<file path="src/rtl/ysyx_22040175_mem_arbiter.sv">
// Memory-bus arbiter between IF fetch and MEM load/store, one outstanding transaction.
// MEM wins by default; IF wins after STARVE_LIMIT consecutive losses.
module ysyx_22040175_mem_arbiter #(
    parameter int unsigned STARVE_LIMIT   = 4,
    parameter int unsigned TIMEOUT_CYCLES = 255
) (
    input  logic        clk,
    input  logic        rst_n,
    input  logic        if_req_valid,
    output logic        if_req_ready,
    input  logic [63:0] if_addr,
    input  logic        if_flush,
    output logic        if_rsp_valid,
    output logic [31:0] if_rsp_inst,
    input  logic        mem_req_valid,
    output logic        mem_req_ready,
    input  logic [63:0] mem_addr,
    input  logic        mem_wen,
    input  logic [63:0] mem_wdata,
    input  logic [7:0]  mem_wmask,
    output logic        mem_rsp_valid,
    output logic [63:0] mem_rsp_rdata,
    output logic        bus_req_valid,
    input  logic        bus_req_ready,
    output logic [63:0] bus_addr,
    output logic        bus_wen,
    output logic [63:0] bus_wdata,
    output logic [7:0]  bus_wmask,
    input  logic        bus_rsp_valid,
    input  logic [63:0] bus_rsp_rdata,
    output logic        rsp_err,
    output logic        busy
);

    localparam int unsigned AW = 64;
    localparam int unsigned DW = 64;
    localparam int unsigned IW = 32;
    localparam int unsigned MW = 8;
    localparam int unsigned SW = 4;
    localparam int unsigned TW = 8;
    localparam int unsigned STARVE_MAX = (1 << SW) - 1;

    typedef enum logic [1:0] {
        IDLE     = 2'd0,
        REQ      = 2'd1,
        WAIT_RSP = 2'd2
    } state_t;

    typedef struct packed {
        logic [AW-1:0] addr;
        logic          wen;
        logic [DW-1:0] wdata;
        logic [MW-1:0] wmask;
    } bus_req_t;

    state_t        state_q, state_d;
    bus_req_t      req_q, req_d;
    logic          owner_mem_q, owner_mem_d;
    logic [SW-1:0] starve_q, starve_d;
    logic [TW-1:0] tmo_q, tmo_d;
    logic          discard_q, discard_d;
    logic          bus_req_valid_q, busy_q;
    logic          if_rsp_valid_q, if_rsp_valid_d;
    logic [IW-1:0] if_rsp_inst_q, if_rsp_inst_d;
    logic          mem_rsp_valid_q, mem_rsp_valid_d;
    logic [DW-1:0] mem_rsp_rdata_q, mem_rsp_rdata_d;
    logic          rsp_err_q, rsp_err_d;

    logic grant_mem, grant_if, flush_hit, drop_if;

    // Fixed MEM priority, overridden once IF has lost STARVE_LIMIT times in a row
    always_comb begin
        grant_mem = mem_req_valid & ~(if_req_valid & (starve_q >= SW'(STARVE_LIMIT)));
        grant_if  = if_req_valid & ~grant_mem;
        flush_hit = if_flush & ~owner_mem_q;
        drop_if   = discard_q | flush_hit;
    end

    assign mem_req_ready = (state_q == IDLE) & grant_mem;
    assign if_req_ready  = (state_q == IDLE) & grant_if;

    always_comb begin
        state_d         = state_q;
        req_d           = req_q;
        owner_mem_d     = owner_mem_q;
        starve_d        = starve_q;
        tmo_d           = tmo_q;
        discard_d       = discard_q;
        if_rsp_valid_d  = 1'b0;
        if_rsp_inst_d   = if_rsp_inst_q;
        mem_rsp_valid_d = 1'b0;
        mem_rsp_rdata_d = mem_rsp_rdata_q;
        rsp_err_d       = 1'b0;

        case (state_q)
            IDLE: begin
                if (grant_mem || grant_if) begin
                    state_d     = REQ;
                    owner_mem_d = grant_mem;
                    discard_d   = 1'b0;
                    if (grant_mem) begin
                        req_d = '{addr: mem_addr, wen: mem_wen, wdata: mem_wdata, wmask: mem_wmask};
                        if (if_req_valid && (starve_q != SW'(STARVE_MAX))) begin
                            starve_d = starve_q + SW'(1);
                        end
                    end else begin
                        req_d    = '{addr: if_addr, wen: 1'b0, wdata: '0, wmask: '0};
                        starve_d = '0;
                    end
                end
            end
            REQ: begin
                if (flush_hit) begin
                    discard_d = 1'b1;
                end
                if (bus_req_ready) begin
                    state_d = WAIT_RSP;
                    tmo_d   = '0;
                end
            end
            WAIT_RSP: begin
                tmo_d = tmo_q + TW'(1);
                if (bus_rsp_valid) begin
                    state_d = IDLE;
                    if (owner_mem_q) begin
                        mem_rsp_valid_d = 1'b1;
                        mem_rsp_rdata_d = bus_rsp_rdata;
                    end else if (!drop_if) begin
                        if_rsp_valid_d = 1'b1;
                        if_rsp_inst_d  = req_q.addr[2] ? bus_rsp_rdata[63:32] : bus_rsp_rdata[31:0];
                    end
                end else if (tmo_q == TW'(TIMEOUT_CYCLES - 1)) begin
                    // Hung bus: abort and report an error with zeroed data
                    state_d = IDLE;
                    if (owner_mem_q) begin
                        mem_rsp_valid_d = 1'b1;
                        mem_rsp_rdata_d = '0;
                        rsp_err_d       = 1'b1;
                    end else if (!drop_if) begin
                        if_rsp_valid_d = 1'b1;
                        if_rsp_inst_d  = '0;
                        rsp_err_d      = 1'b1;
                    end
                end else if (flush_hit) begin
                    discard_d = 1'b1;
                end
            end
            default: state_d = IDLE;
        endcase

        if (state_d == IDLE) begin
            discard_d = 1'b0;
        end
    end

    always_ff @(posedge clk or negedge rst_n) begin
        if (!rst_n) begin
            state_q         <= IDLE;
            req_q           <= '0;
            owner_mem_q     <= 1'b0;
            starve_q        <= '0;
            tmo_q           <= '0;
            discard_q       <= 1'b0;
            bus_req_valid_q <= 1'b0;
            busy_q          <= 1'b0;
            if_rsp_valid_q  <= 1'b0;
            if_rsp_inst_q   <= '0;
            mem_rsp_valid_q <= 1'b0;
            mem_rsp_rdata_q <= '0;
            rsp_err_q       <= 1'b0;
        end else begin
            state_q         <= state_d;
            req_q           <= req_d;
            owner_mem_q     <= owner_mem_d;
            starve_q        <= starve_d;
            tmo_q           <= tmo_d;
            discard_q       <= discard_d;
            bus_req_valid_q <= (state_d == REQ);
            busy_q          <= (state_d != IDLE);
            if_rsp_valid_q  <= if_rsp_valid_d;
            if_rsp_inst_q   <= if_rsp_inst_d;
            mem_rsp_valid_q <= mem_rsp_valid_d;
            mem_rsp_rdata_q <= mem_rsp_rdata_d;
            rsp_err_q       <= rsp_err_d;
        end
    end

    assign bus_req_valid = bus_req_valid_q;
    assign bus_addr      = req_q.addr;
    assign bus_wen       = req_q.wen;
    assign bus_wdata     = req_q.wdata;
    assign bus_wmask     = req_q.wmask;
    assign busy          = busy_q;
    assign if_rsp_valid  = if_rsp_valid_q;
    assign if_rsp_inst   = if_rsp_inst_q;
    assign mem_rsp_valid = mem_rsp_valid_q;
    assign mem_rsp_rdata = mem_rsp_rdata_q;
    assign rsp_err       = rsp_err_q;

endmodule
</file>
<file path="config.mk">
export PLATFORM = sky130hd
export DESIGN_NAME = ysyx_22040175_mem_arbiter
export DESIGN_NICKNAME = d
export VERILOG_FILES = /design/src/rtl/ysyx_22040175_mem_arbiter.sv
export SDC_FILE = /design/constraint.sdc
export NUM_CORES = 1
export LEC_CHECK = 0
export ABC_AREA = 1
export CAP_MARGIN = 20
export CORE_AREA = 2 2 196 198
export DETAILED_ROUTE_END_ITERATION = 8
export DIE_AREA = 0 0 198 200
export DONT_BUFFER_PORTS = 1
export PLACE_DENSITY = 0.45
export SYNTH_ARGS = -nofsm -noshare
export SYNTH_HDL_FRONTEND = slang
export SYNTH_SLANG_ARGS = --single-unit
</file>
<file path="constraint.sdc">
create_clock -name clk -period 5.3 [get_ports clk]
set_input_delay 0.265 -clock clk [delete_from_list [all_inputs] [get_ports clk]]
set_output_delay 0.265 -clock clk [all_outputs]
set_load 0.02 [all_outputs]
</file>
==> results.json <==
{
  "status": "finished, violations left",
  "failed_checks": "negative hold slack",
  "tightest_slew_ns": 1.11,
  "rows": 71,
  "seq_area_frac_synth_pct": 57.6,
  "yosysTopAreaCell": "dfrtp_1",
  "io_pins": 512,
  "slew_violations": 0,
  "design_area_um2": 15700,
  "grt_usage_pct": 20.5,
  "place_congestion": 0.790,
  "power_density_nw_per_um2": 599,
  "ys_ff_latch": 254,
  "path_class": "reg2reg",
  "endpoint_kind": "flop",
  "clkSinkCount": 254,
  "dr_wl_met3_mm": 4.68,
  "grt_antenna_before_repair": 7,
  "yosys.area.top_type_share_pct": 57.6,
  "seqCellArea_um2": 6360,
  "dieArea_um2": 39600,
  "syn_inst": 1268,
  "ys_types": 33,
  "avgSynthCellArea_um2": 8.71,
  "critPathMaxFanout": 72,
  "die-width_um": 198,
  "initial_core_util_pct": 29.5,
  "rsz0062_at_grt": "false",
  "critical_path_required_ns": 5.75,
  "fmax_mhz": 259,
  "port_buffers": 0,
  "drt-met1-wl_mm": 16.0,
  "clockBufferDepth": 3,
  "async_reset_ff_share_pct": 100,
  "cts_tree": "done",
  "grt_pass1_wl_mm": 63.1,
  "root_buffer": "clkbuf_16",
  "yosysWarnings": 0,
  "syn-cell-area_um2": 11000,
  "irDropWorstVdd_v": 0.000296,
  "vias_per_cell": 4.95,
  "drv_cap": 0,
  "n_fill_cell": 3634,
  "first_global_vias": 10700,
  "vias": 10300,
  "synth_area_leaders": "dfrtp_1 (58%), nand2_1 (12%), a21oi_1 (7.5%), o21ai_0 (6.0%), nand3_1 (3.1%)",
  "grt-ovfl-total": 0,
  "timing.hold.ws_ns": -0.613,
  "tns_ns": 0,
  "top_layer": "met4",
  "hold_buffers": 331,
  "wl_mm": 42.7,
  "layout.nets": 1829,
  "synth_edf_count": 0,
  "synthesis.nets": 1547,
  "multiInputGateArea_um2": 4020,
  "skew_ns": 0.0235,
  "die_h_um": 200,
  "ys.flop_type": "dfrtp_1",
  "postPlaceCellArea_um2": 11300,
  "relSlewSlack_pct": 25.7,
  "core_area_um2": 37400,
  "cp_data_arrival_time_ns": 4.31,
  "firstDrtPassIters": 5,
  "layout-drive-gt1-share_pct": 4.90,
  "final.period_utilization_pct": 72.8,
  "synthMostInstantiatedCell": "nand2_1",
  "routedWlPerCell_um": 20.5,
  "grt_max_degree": 255,
  "cts_resized": 0,
  "drc": 0,
  "power.leakage_nw": 6.86,
  "path_clk_slew_ns": 0.06,
  "final.min_clock_period_ns": 3.86,
  "drtAntennaViolNets": 0,
  "synthTopCellsByCount": "nand2_1 (349), dfrtp_1 (254), a21oi_1 (165)",
  "cts_setup_buffers": 0,
  "clock_latency_ns": 0.58,
  "cts_buffers": 30,
  "syn_to_final_growth_pct": 42.0,
  "worstHoldPathType": "in2async",
  "dr_wl_met2_mm": 21.0,
  "htree_levels": 1,
  "drtIter0Drc": 482,
  "worst_setup_path_start_kind": "flop",
  "finalHoldViolations": 254,
  "place_hpwl_mm": 26.4,
  "setup_viol": 0
}
[power by group]
part | total, mW | switching [mW] | internal [mW]
Combinational | 2.54 | 1.42 | 1.12
Clock | 2.14 | 0.856 | 1.29
Sequential | 4.70 | 1.88 | 2.82
[registers in the layout (all words and copies together) (netlist names), 2 cells and up]
| register | cells |
|---|---|
| bus_wmask | 8 |
| starve_q | 4 |
| bus_addr | 64 |
| if_rsp_inst | 32 |
| state_q | 2 |
| bus_wdata | 64 |
| tmo_q | 8 |
| mem_rsp_rdata | 64 |
[placed cells by master (no fill, tap or decap), types with 6 or more instances in the layout]
cell type,instances
dfrtp_1,254
o21ai_0,132
ha_1,7
nand3_1,68
a21oi_1,165
diode_2,7
o21ai_1,20
clkbuf_16,30
clkinv_2,6
a22o_1,23
buf_4,11
dlygate4sd3_1,331
inv_1,51
nor2_1,77
nand2_1,348
clkbuf_8,8
[final timing paths]
check                                   from                 to  slack (ns)  depth (start not counted)
max                               state_q[0]       bus_addr[52]        1.44                          9
min                                    rst_n     if_rsp_inst[6]       -0.61                          0
max reg2reg                       state_q[0]       bus_addr[52]        1.44                          9
min reg2reg                      starve_q[1]        starve_q[1]        0.49                          2
max in group asynchronous              rst_n  mem_rsp_rdata[30]        4.98                          0
min in group clk           bus_rsp_rdata[46]    if_rsp_inst[14]        0.04                          4
[worst max-delay path, cell delays in order, from the launching register on]
cell and delay (ns):
dfrtp_1 0.40, inv_1 0.12, ha_1 0.26, inv_2 0.09, nor2_4 0.81, inv_4 0.53, buf_4 0.49, a21oi_1 0.27
a21oi_1 0.10, dlygate4sd3_1 0.56
[area by class of cell]
class | count | share of cell area [%]
clock buffer | 42 | 5.59
clock inverter | 11 | 0.918
timing repair buffer | 343 | 21.8
inverter | 55 | 1.33
sequential | 254 | 40.5
antenna | 7 | 0.112
multi-input combinational | 866 | 25.7
tap | 511 | 4.08
[layer usage]
layer  track usage (%)  up-vias
met1              23.2     5075
met3              8.06       66
met4              6.32        0
met5                 0        -
met2              35.7      451
li1                  -     4741
[through the flow]
step | std cells | power [mW] | setup WS, ns | hold WS, ns | util (%)
final | 2089 | 9.39 | 1.44 | -0.613 | 41.9
after global routing | 2089 | 9.97 | 1.24 | -0.656 | 41.9
after CTS | 2082 | 9.43 | 1.47 | -0.661 | 41.9
after detailed placement | 1698 | 6.65 | 2.05 | -0.0253 | 30.3
after global placement | 1697 | 6.61 | 2.12 | -0.0256 | 30.2
after floorplan | 1268 | 5.89 | 3.55 | -0.0306 | -
[logic make-up after synthesis]
group | share of synthesized area, %
compound gates | 16.7
xor+xnor | 0.0793
flops | 57.6
fa+ha+maj | 0.793
simple gates | 18.7
buf+inv | 6.14
Power figures use the tool's default switching activity.
